--- src/rtl/timer_pkg.sv ---
// Shared definitions for the MM:SS timer.
//   - FSM state encodings (exposed on the state output, so the values are fixed).
//   - Active-high 7-segment patterns for 0..9, bit0 = a .. bit6 = g.
//   - to_bcd: binary 0..99 to {tens, ones}.
package timer_pkg;

  localparam logic [2:0] ST_IDLE    = 3'b000;
  localparam logic [2:0] ST_RUN     = 3'b001;
  localparam logic [2:0] ST_PAUSE   = 3'b010;
  localparam logic [2:0] ST_CLEAR   = 3'b011;
  localparam logic [2:0] ST_EXPIRED = 3'b100;

  localparam logic [6:0] SEG_BLANK = 7'h00;
  localparam logic [6:0] SEG_PATTERN [10] = '{
    7'h3F, 7'h06, 7'h5B, 7'h4F, 7'h66, 7'h6D, 7'h7D, 7'h07, 7'h7F, 7'h6F
  };

  // Constant divisors; only values 0..99 reach this, so both digits fit in 4 bits.
  function automatic logic [7:0] to_bcd(input logic [6:0] v);
    return {4'(v / 7'd10), 4'(v % 7'd10)};
  endfunction

endpackage

--- src/rtl/seg7_digit_decoder.sv ---
// Combinational BCD digit to active-high 7-segment pattern.
// Ports:
//   digit_i  4-bit digit; values 10..15 blank the digit.
//   seg_o    7-bit pattern, bit0 = a .. bit6 = g, 1 = segment lit.
module seg7_digit_decoder
  import timer_pkg::*;
(
  input  logic [3:0] digit_i,
  output logic [6:0] seg_o
);

  always_comb begin
    seg_o = SEG_BLANK;
    if (digit_i <= 4'd9) seg_o = SEG_PATTERN[digit_i];
  end

endmodule

--- src/rtl/mmss_timer_display.sv ---
// MM:SS up/down timer with preset load, countdown expiry alarm and lap freeze.
// Ports:
//   clk, rst            single clock, synchronous active-high reset
//   start/pause/clear   level run controls, priority clear > pause > start
//   mode                0 = up, 1 = down; captured when RUN is entered from IDLE
//   load, preset_*      preset load, honoured in IDLE only, clamped to MAX_MIN:59
//   lap                 rising edge in RUN freezes the display while counting goes on
//   seg1..seg4          MM tens, MM ones, SS tens, SS ones (polarity per SEG_ACTIVE_LOW)
//   state, led, expired FSM state, tick/alarm indicator, EXPIRED flag
// Every output comes straight from a register.
module mmss_timer_display
  import timer_pkg::*;
#(
  parameter int TICK_DIV       = 50000000,
  parameter int BLINK_DIV      = 12500000,
  parameter int MAX_MIN        = 99,
  parameter bit SEG_ACTIVE_LOW = 1'b1
) (
  input  logic       clk,
  input  logic       rst,
  input  logic       start,
  input  logic       pause,
  input  logic       clear,
  input  logic       mode,
  input  logic       load,
  input  logic [6:0] preset_min,
  input  logic [5:0] preset_sec,
  input  logic       lap,
  output logic [6:0] seg1,
  output logic [6:0] seg2,
  output logic [6:0] seg3,
  output logic [6:0] seg4,
  output logic [2:0] state,
  output logic       led,
  output logic       expired
);

  localparam int PW = $clog2(TICK_DIV);
  localparam int BW = (BLINK_DIV > 1) ? $clog2(BLINK_DIV) : 1;
  localparam logic [PW-1:0] PRESC_LAST = PW'(TICK_DIV - 1);
  localparam logic [BW-1:0] BLINK_LAST = BW'(BLINK_DIV - 1);
  localparam logic [6:0]    MIN_LAST   = 7'(MAX_MIN);
  localparam logic [6:0]    SEG_ZERO   = SEG_ACTIVE_LOW ? ~SEG_PATTERN[0] : SEG_PATTERN[0];

  logic [2:0]      state_q, state_d;
  logic [6:0]      min_q, min_d;
  logic [5:0]      sec_q, sec_d;
  logic [PW-1:0]   presc_q, presc_d;
  logic [BW-1:0]   blink_q, blink_d;
  logic            down_q, down_d;
  logic            led_q, led_d;
  logic            expired_q;
  logic            tick;

  logic            lap_prev_q, lap_hold_q, lap_hold_d;
  logic [6:0]      lap_min_q, lap_min_d, disp_min;
  logic [5:0]      lap_sec_q, lap_sec_d, disp_sec;
  logic [7:0]      min_bcd, sec_bcd;
  logic [3:0][3:0] digit;
  logic [3:0][6:0] pat, seg_q, seg_d;

  // NOTE: every variable gets a default before the case so no path leaves it
  // unassigned; otherwise synthesis infers a latch.
  always_comb begin
    state_d = state_q;
    min_d   = min_q;
    sec_d   = sec_q;
    presc_d = presc_q;
    down_d  = down_q;
    led_d   = led_q;
    blink_d = blink_q;
    tick    = 1'b0;

    case (state_q)
      ST_IDLE: begin
        if (clear) begin
          state_d = ST_CLEAR;
        end else begin
          if (load) begin
            min_d = (preset_min > MIN_LAST) ? MIN_LAST : preset_min;
            sec_d = (preset_sec > 6'd59) ? 6'd59 : preset_sec;
          end
          if (start && !pause) begin
            state_d = ST_RUN;
            presc_d = '0;
            down_d  = mode;
          end
        end
      end
      ST_RUN: begin
        if (clear)                            state_d = ST_CLEAR;
        else if (pause || !start)             state_d = ST_PAUSE;
        // Down-counting from 00:00 expires at once rather than wrapping.
        else if (down_q && min_q == 7'd0 && sec_q == 6'd0) state_d = ST_EXPIRED;
        else if (presc_q == PRESC_LAST) begin
          presc_d = '0;
          tick    = 1'b1;
        end else begin
          presc_d = presc_q + 1'b1;
        end
      end
      ST_PAUSE: begin
        if (clear)                 state_d = ST_CLEAR;
        else if (start && !pause)  state_d = ST_RUN;
      end
      ST_CLEAR:   if (!clear) state_d = ST_IDLE;
      ST_EXPIRED: if (clear)  state_d = ST_CLEAR;
      default:    state_d = ST_IDLE;
    endcase

    if (tick) begin
      if (!down_q) begin
        if (sec_q == 6'd59) begin
          sec_d = 6'd0;
          min_d = (min_q == MIN_LAST) ? 7'd0 : min_q + 7'd1;
        end else begin
          sec_d = sec_q + 6'd1;
        end
      end else begin
        if (sec_q == 6'd0) begin
          sec_d = 6'd59;
          min_d = min_q - 7'd1;
        end else begin
          sec_d = sec_q - 6'd1;
        end
        // The tick that lands on 00:00 expires on the same edge.
        if (min_q == 7'd0 && sec_q == 6'd1) state_d = ST_EXPIRED;
      end
    end

    if (state_d == ST_CLEAR) begin
      min_d   = 7'd0;
      sec_d   = 6'd0;
      presc_d = '0;
    end

    // LED follows the state being entered so it is already 0 on the first
    // PAUSE/IDLE/CLEAR cycle and the alarm blink starts counting from entry.
    case (state_d)
      ST_RUN: if (tick) led_d = ~led_q;
      ST_EXPIRED: begin
        if (state_q != ST_EXPIRED) begin
          led_d   = 1'b0;
          blink_d = '0;
        end else if (blink_q == BLINK_LAST) begin
          led_d   = ~led_q;
          blink_d = '0;
        end else begin
          blink_d = blink_q + 1'b1;
        end
      end
      default: led_d = 1'b0;
    endcase
  end

  // Lap freeze: armed only by a rising edge seen in RUN; dropping lap or
  // leaving RUN releases it and the live count is shown again.
  always_comb begin
    lap_hold_d = lap && (state_q == ST_RUN) && (lap_hold_q || !lap_prev_q);
    lap_min_d  = lap_min_q;
    lap_sec_d  = lap_sec_q;
    if (lap_hold_d && !lap_hold_q) begin
      lap_min_d = min_q;
      lap_sec_d = sec_q;
    end
    // On the capture cycle the latched and live values coincide.
    disp_min = (lap_hold_d && lap_hold_q) ? lap_min_q : min_q;
    disp_sec = (lap_hold_d && lap_hold_q) ? lap_sec_q : sec_q;
  end

  assign min_bcd = to_bcd(disp_min);
  assign sec_bcd = to_bcd({1'b0, disp_sec});
  assign digit   = {sec_bcd[3:0], sec_bcd[7:4], min_bcd[3:0], min_bcd[7:4]};

  for (genvar g = 0; g < 4; g++) begin : g_digit
    seg7_digit_decoder u_dec (
      .digit_i (digit[g]),
      .seg_o   (pat[g])
    );
    assign seg_d[g] = SEG_ACTIVE_LOW ? ~pat[g] : pat[g];
  end

  // NOTE: sequential state uses non-blocking assignments so every register
  // samples pre-edge values, independent of statement order.
  always_ff @(posedge clk) begin
    if (rst) begin
      state_q    <= ST_IDLE;
      min_q      <= 7'd0;
      sec_q      <= 6'd0;
      presc_q    <= '0;
      blink_q    <= '0;
      down_q     <= 1'b0;
      led_q      <= 1'b0;
      expired_q  <= 1'b0;
      lap_prev_q <= 1'b0;
      lap_hold_q <= 1'b0;
      lap_min_q  <= 7'd0;
      lap_sec_q  <= 6'd0;
      seg_q      <= {4{SEG_ZERO}};
    end else begin
      state_q    <= state_d;
      min_q      <= min_d;
      sec_q      <= sec_d;
      presc_q    <= presc_d;
      blink_q    <= blink_d;
      down_q     <= down_d;
      led_q      <= led_d;
      expired_q  <= (state_d == ST_EXPIRED);
      lap_prev_q <= lap;
      lap_hold_q <= lap_hold_d;
      lap_min_q  <= lap_min_d;
      lap_sec_q  <= lap_sec_d;
      seg_q      <= seg_d;
    end
  end

  assign seg1    = seg_q[0];
  assign seg2    = seg_q[1];
  assign seg3    = seg_q[2];
  assign seg4    = seg_q[3];
  assign state   = state_q;
  assign led     = led_q;
  assign expired = expired_q;

endmodule

--- config.mk ---
export PLATFORM = sky130hd
export DESIGN_NAME = mmss_timer_display
export DESIGN_NICKNAME = d
export VERILOG_FILES = /design/src/rtl/timer_pkg.sv /design/src/rtl/seg7_digit_decoder.sv /design/src/rtl/mmss_timer_display.sv
export SDC_FILE = /design/constraint.sdc
export NUM_CORES = 1
export LEC_CHECK = 0
export ABC_AREA = 1
export BUFFER_PORTS_ARGS = -buffer_cell sky130_fd_sc_hd__buf_2
export CAP_MARGIN = 10
export CORE_UTILIZATION = 60
export CTS_BUF_LIST = sky130_fd_sc_hd__clkbuf_16
export CTS_CLUSTER_SIZE = 28
export DETAILED_ROUTE_END_ITERATION = 6
export PLACE_DENSITY = 0.81
export REMOVE_ABC_BUFFERS = 1
export SYNTH_ARGS = -nofsm -noshare
export SYNTH_HDL_FRONTEND = slang
export SYNTH_SLANG_ARGS = --single-unit
--- constraint.sdc ---
create_clock -name clk -period 10.9 [get_ports clk]
set_input_delay 1.635 -clock clk [delete_from_list [all_inputs] [get_ports clk]]
set_output_delay 1.635 -clock clk [all_outputs]
set_load 0.1 [all_outputs]
==> impl_metrics.env, run 1 <==
export IMPL_cts_buffers=9
export IMPL_synth_compound_area_share=0.1612
export IMPL_initialDrtViolationCount=442
export IMPL_timing_critical_path_fanout_max=11
export IMPL_grt_pass1_wl_um=25810
export IMPL_hold_depth=2
export IMPL_power_density_nw_per_um2=136.3
export IMPL_tightest_slew_ns=0.8936
export IMPL_core_area_um2=11030
export IMPL_rows=38
export IMPL_cts_setup_buffers=0
export IMPL_fmax_ghz=0.1661
export IMPL_status="complete, no violations"
export IMPL_synth_most_common_cell="nand2_1"
export IMPL_crit_reg2reg_capture="seg4[4]"
export IMPL_initial_core_util=0.6248
export IMPL_synth_xor_area_frac=0.03395
export IMPL_antenna_found_initial=0
export IMPL_max_cap_violations=0
export IMPL_gr_max_usage_layer="met2"
export IMPL_cp_data_arrival_time_ns=6.31
export IMPL_critPathLaunchType="input port"
export IMPL_yosysTopAreaCell="dfxtp_1"
export IMPL_io_pins=54
export IMPL_muxShareOfSynthArea=0.001452
export IMPL_rrSetupSlack_ns=5.59
export IMPL_clock_sinks=112
export IMPL_multi_input_area_um2=4008
export IMPL_cts_resized=0
export IMPL_syn_avg_cell_area_um2=6.803
export IMPL_crit_type="input port to flip-flop"
export IMPL_synthArstFlopShare=0
export IMPL_vias_per_cell=5.484
export IMPL_fillers=999
export IMPL_finalInstanceArea_um2=7516
export IMPL_grt_pass1_vias=5960
export IMPL_gr_total_overflow=0
export IMPL_vias=6575
export IMPL_r2r_start="lap_hold_q"
export IMPL_gp_congestion=0.8786
export IMPL_grtUsageTotal=0.2690
export IMPL_cts_max_path_buffers=2
export IMPL_met2_usage=0.4659
export IMPL_p_leak_uw=0.003231
export IMPL_synthAdderAreaFrac=0.05810
export IMPL_hold_buffers=0
export IMPL_grt_util_met3=0.03586
export IMPL_synth_top_family_by_area="simple AND/OR/NAND/NOR gates"
export IMPL_hold_path_class="flip-flop to flip-flop"
export IMPL_final_setup_viol_count=0
export IMPL_cpPeakStageDelay_ns=0.31
export IMPL_root_buffer="clkbuf_16"
export IMPL_avgRoutedWirePerCell_um=12.48
export IMPL_synth_edf_count=0
export IMPL_routed_wirelength_um=14960
export IMPL_period_needed_ns=6.019
export IMPL_drive_above_1_share=0.1161
export IMPL_detail_route_antenna_nets=0
export IMPL_synth_common_cells="nand2_1, inv_1, dfxtp_1"
export IMPL_placed_cell_area_um2=7257
export IMPL_critPathMostFrequentCell="nand2_1"
export IMPL_r2r_cells=32
export IMPL_dieArea_um2=11920
export IMPL_ys_warn_count=0
export IMPL_synth_ff_type="dfxtp_1"
export IMPL_port_buffers=53
export IMPL_yosys_cell_types_count=58
export IMPL_fp_dieH_um=109.2
export IMPL_hold_start="blink_q[23]"
export IMPL_drc=0
export IMPL_die_x_um=109.2
export IMPL_yosys_area_top_type_share=0.3253
export IMPL_rsz0062_at_grt="false"
export IMPL_clk_pin_slew_ns=0.07
export IMPL_critPathSlowestCell="or2_2"
export IMPL_finalHoldViolations=0
export IMPL_grtUsageMet1=0.3341
export IMPL_slew_viol_final=0
export IMPL_clk_latency_ns=0.36
export IMPL_ys_seq_area_frac=0.3253
export IMPL_areaGrowthSynthToFinish_pct=9.060
export IMPL_netlist_area_um2=6892
export IMPL_fin_crit_sh=0.5522
export IMPL_grt_max_degree=50
export IMPL_finClkSkew_ns=0.006503
export IMPL_setup_tns_ns=0
export IMPL_seqCellArea_um2=2242
export IMPL_n_antenna_cell=0
export IMPL_min_to="blink_q[23]"
export IMPL_synth_seq_cells=112
export IMPL_nets=1107
export IMPL_dp_hpwl_um=10790
export IMPL_cp_required_ns=11.19
export IMPL_dr_pass1_iters=5
export IMPL_synthCells=1013
export IMPL_peakVddDrop_mv=0.1332
export IMPL_cp_end_kind="flip-flop"
export IMPL_power_uw=1025
export IMPL_synth_simple_area_share=0.3261
export IMPL_synth_area_top_cells="dfxtp_1, nand2_1, inv_1"
export IMPL_h_tree_depth=3
export IMPL_cts_tree="done"
export IMPL_max_slew_margin=0.3988
export IMPL_fin_util=0.6814
## layer usage
layer	vias up	share of wire
met5	-	0
met2	149	0.47
met1	2960	0.47
met3	23	0.039
li1	3443	-
met4	0	0.021
## cells in the final DEF, fill, tap and decap left out, drive strengths merged, types with 3 or more instances in the layout
| master | Yosys | final |
|---|---|---|
| or2 | 8 | 8 |
| xnor2 | 7 | 7 |
| clkinv | 3 | 4 |
| o22ai | 5 | 5 |
| xor2 | 18 | 18 |
| a221oi | 4 | 4 |
| o21ai | 59 | 59 |
| nand4 | 22 | 22 |
| nor3 | 38 | 38 |
| nand3b | 5 | 5 |
| o211ai | 4 | 4 |
| inv | 137 | 141 |
| nor3b | 6 | 6 |
| and3 | 3 | 3 |
| a21oi | 79 | 79 |
| a32oi | 3 | 3 |
| nand3 | 71 | 71 |
| a22oi | 6 | 6 |
| nor2 | 105 | 105 |
| a31oi | 5 | 5 |
| nand2 | 217 | 217 |
| a211oi | 5 | 5 |
| clkbuf | 23 | 9 |
| nor4 | 9 | 9 |
| ha | 32 | 32 |
| buf | 5 | 58 |
| o21a | 5 | 5 |
| dfxtp | 112 | 112 |
## sequential cells by signal, summed over array words and instances (netlist names)
| signal | flops |
|---|---|
| lap_sec_q | 6 |
| state | 3 |
| blink_q | 24 |
| min_q | 7 |
| seg2 | 7 |
| lap_prev_q | 1 |
| sec_q | 6 |
| down_q | 1 |
| expired | 1 |
| seg1 | 7 |
| led | 1 |
| presc_q | 26 |
| seg4 | 7 |
| lap_hold_q | 1 |
| seg3 | 7 |
| lap_min_q | 7 |
## final cells by class
class,instances,area share
Sequential cell,112,0.2983
Clock buffer,9,0.02997
Clock inverter,7,0.004495
Multi-Input combinational cell,733,0.5332
Timing Repair Buffer,58,0.04029
Tap cell,140,0.02331
Inverter,140,0.07042
## kinds of logic (layout without fill, tap and decap cells)
logic type,after synthesis,after routing
and+or+nand+nor,487,487
muxes,1,1
AOI/OAI and AO/OA,188,188
adders and majority gates,32,32
buffers and inverters,168,214
xor gates and xnor gates,25,25
DFF,112,112
## how the worst max path moves through the flow
stage          startpoint      end  slack, ns  cells past startpoint
2_1_floorplan         lap  seg4[4]       5.24                     32
3_3_place_gp          lap  seg4[4]       4.77                     33
3_5_place_dp          lap  seg4[4]       4.49                     33
4_1_cts               lap  seg4[4]       4.85                     33
5_1_grt               lap  seg4[4]       4.43                     33
6_report              lap  seg4[4]       4.88                     33
## critical path: cells and delay by family
kind | cells | cell delay (ns)
AND/OR/NAND/NOR | 17 | 2.03
AO/OA/AOI/OAI | 3 | 0.51
adder cells (fa/ha/maj) | 4 | 0.83
XOR/XNOR | 3 | 0.68
buffers and inverters | 6 | 0.61
## per-stage QoR
step / hold WS (ns) / setup slack (ns) / cells
2_1_floorplan: 0.4317 / 5.243 / 985
3_3_place_gp: 0.4499 / 4.772 / 1183
3_5_place_dp: 0.4576 / 4.488 / 1183
4_1_cts: 0.4681 / 4.849 / 1199
5_1_grt: 0.4837 / 4.432 / 1199
6_report: 0.4669 / 4.881 / 1199
## report_power, final
part	total [uW]	internal (uW)	switching [uW]
Clock	296	151	145
Combinational	289	65.4	223
Sequential	440	430	10.0
Power figures use the tool's default switching activity.
==> run 2: changes to the inputs <==
clock period = 6.05 ns   (was 10.9 ns; I/O delays follow)
==> run 2 against run 1 <==
Cell area barely moved. Via count decreased by 0.35%. Routed wire length shrank 0.33%. Non-clock buffer count unchanged. Final cell count unchanged. Largest power group unchanged. Highest routed layer unchanged.
==> impl_metrics.env, run 2 (synthesized netlist as in run 1, its figures left out) <==
export IMPL_status="complete, no violations"
export IMPL_cp_data_arrival_time_ns=5.52
export IMPL_hold_path_class="flip-flop to flip-flop"
export IMPL_power_uw=1855
export IMPL_nets=1107
export IMPL_vias_per_cell=5.465
export IMPL_initial_core_util=0.6248
export IMPL_vias=6552
export IMPL_max_cap_violations=0
export IMPL_cts_tree="done"
export IMPL_fin_crit_sh=0.8643
export IMPL_cp_required_ns=6.34
export IMPL_port_buffers=53
export IMPL_cpPeakStageDelay_ns=0.41
export IMPL_critPathLaunchType="input port"
export IMPL_critPathSlowestCell="o21ai_0"
export IMPL_crit_type="input port to flip-flop"
export IMPL_cp_end_kind="flip-flop"
export IMPL_cts_setup_buffers=0
export IMPL_tightest_slew_ns=0.8792
export IMPL_gp_congestion=0.8895
export IMPL_fmax_ghz=0.1912
export IMPL_initialDrtViolationCount=346
export IMPL_rsz0062_at_grt="false"
export IMPL_hold_buffers=0
export IMPL_grt_max_degree=50
export IMPL_cts_buffers=9
export IMPL_finalHoldViolations=0
export IMPL_grt_pass1_vias=6018
export IMPL_gr_total_overflow=0
export IMPL_final_setup_viol_count=0
export IMPL_finClkSkew_ns=0.005672
export IMPL_max_slew_margin=0.4084
export IMPL_clk_latency_ns=0.35
export IMPL_fillers=984
export IMPL_reg_top3="presc_q (26), blink_q (24)"
export IMPL_rows=38
export IMPL_setup_tns_ns=0
export IMPL_core_area_um2=11030
export IMPL_avgRoutedWirePerCell_um=12.43
export IMPL_antenna_found_initial=0
export IMPL_root_buffer="clkbuf_16"
export IMPL_layout_common_cells="nand2_1, inv_1, dfxtp_1"
export IMPL_areaGrowthSynthToFinish_pct=9.132
export IMPL_cts_max_path_buffers=2
export IMPL_top_register="presc_q"
export IMPL_largest_reg_flops=26
export IMPL_grtUsageTotal=0.2667
export IMPL_routed_wirelength_um=14910
export IMPL_die_x_um=109.2
export IMPL_h_tree_depth=3
export IMPL_period_needed_ns=5.229
export IMPL_cts_resized=0
export IMPL_detail_route_antenna_nets=0
export IMPL_power_density_nw_per_um2=246.6
export IMPL_drc=0
export IMPL_slew_viol_final=0
export IMPL_rrSetupSlack_ns=0.85
export IMPL_timing_critical_path_fanout_max=11
export IMPL_clock_sinks=112
export IMPL_io_pins=54
export IMPL_fp_dieH_um=109.2
export IMPL_drive_above_1_share=0.1190
export IMPL_layout_commonest_cell="nand2_1"
export IMPL_p_leak_uw=0.003231
export IMPL_dieArea_um2=11920
export IMPL_dr_pass1_iters=5
export IMPL_n_antenna_cell=0
export IMPL_grt_pass1_wl_um=25740
export IMPL_clk_pin_slew_ns=0.07
export IMPL_dp_hpwl_um=10870
export IMPL_peakVddDrop_mv=0.2270
run 2: changes by cell type in the layout (fill, tap and decap cells not counted):
cell,before,now
clkinv_2,1,4
inv_6,0,1
clkinvlp_4,2,1
inv_1,133,130
run 2: final timing paths:
| check | from | endpoint | cells after the start |
|---|---|---|---|
| setup / recovery | lap | seg4[4] | 32 |
| hold / removal | blink_q[19] | blink_q[19] | 2 |
| setup reg to reg | lap_hold_q | seg4[4] | 32 |
| hold reg to reg | blink_q[19] | blink_q[19] | 2 |
run 2: critical path, delay by kind of cell:
kind	cells	cell delay, ns
AOI/OAI and AO/OA	3	0.59
xor gates and xnor gates	3	0.67
and+or+nand+nor	16	1.88
adders and majority gates	4	0.82
buffers and inverters	6	0.64
run 2: stage by stage:
stage	utilization	cells	area, um^2	hold WS, ns	worst slack, ns
after global placement	0.6579	1183	7257	0.4542	0.6482
final	0.6818	1199	7521	0.4712	0.8207
after detailed placement	0.6579	1183	7257	0.4595	0.4366
after CTS	0.6818	1199	7521	0.4730	0.7866
after floorplan	-	985	6774	0.4317	0.7251
after global routing	0.6818	1199	7521	0.4826	0.2464
run 2: routing by layer:
metal / share of wire / global-route usage
met1: 0.46 / 0.3351
met2: 0.48 / 0.4609
met3: 0.041 / 0.03646
met4: 0.020 / 0.1019
met5: 0 / 0
run 2: cell type report:
| cell class | count | area (um^2) | share of cell area |
|---|---|---|---|
| Inverter | 140 | 529.3 | 0.07037 |
| Sequential cell | 112 | 2242 | 0.2981 |
| Clock buffer | 9 | 225.2 | 0.02995 |
| Clock inverter | 7 | 38.79 | 0.005157 |
| Multi-Input combinational cell | 733 | 4008 | 0.5329 |
| Timing Repair Buffer | 58 | 302.8 | 0.04026 |
| Tap cell | 140 | 175.2 | 0.02329 |
run 2: power breakdown:
part	internal, uW	switching, uW
Sequential	774	17.8
Combinational	118	402
Clock	276	267
Total	1170	686
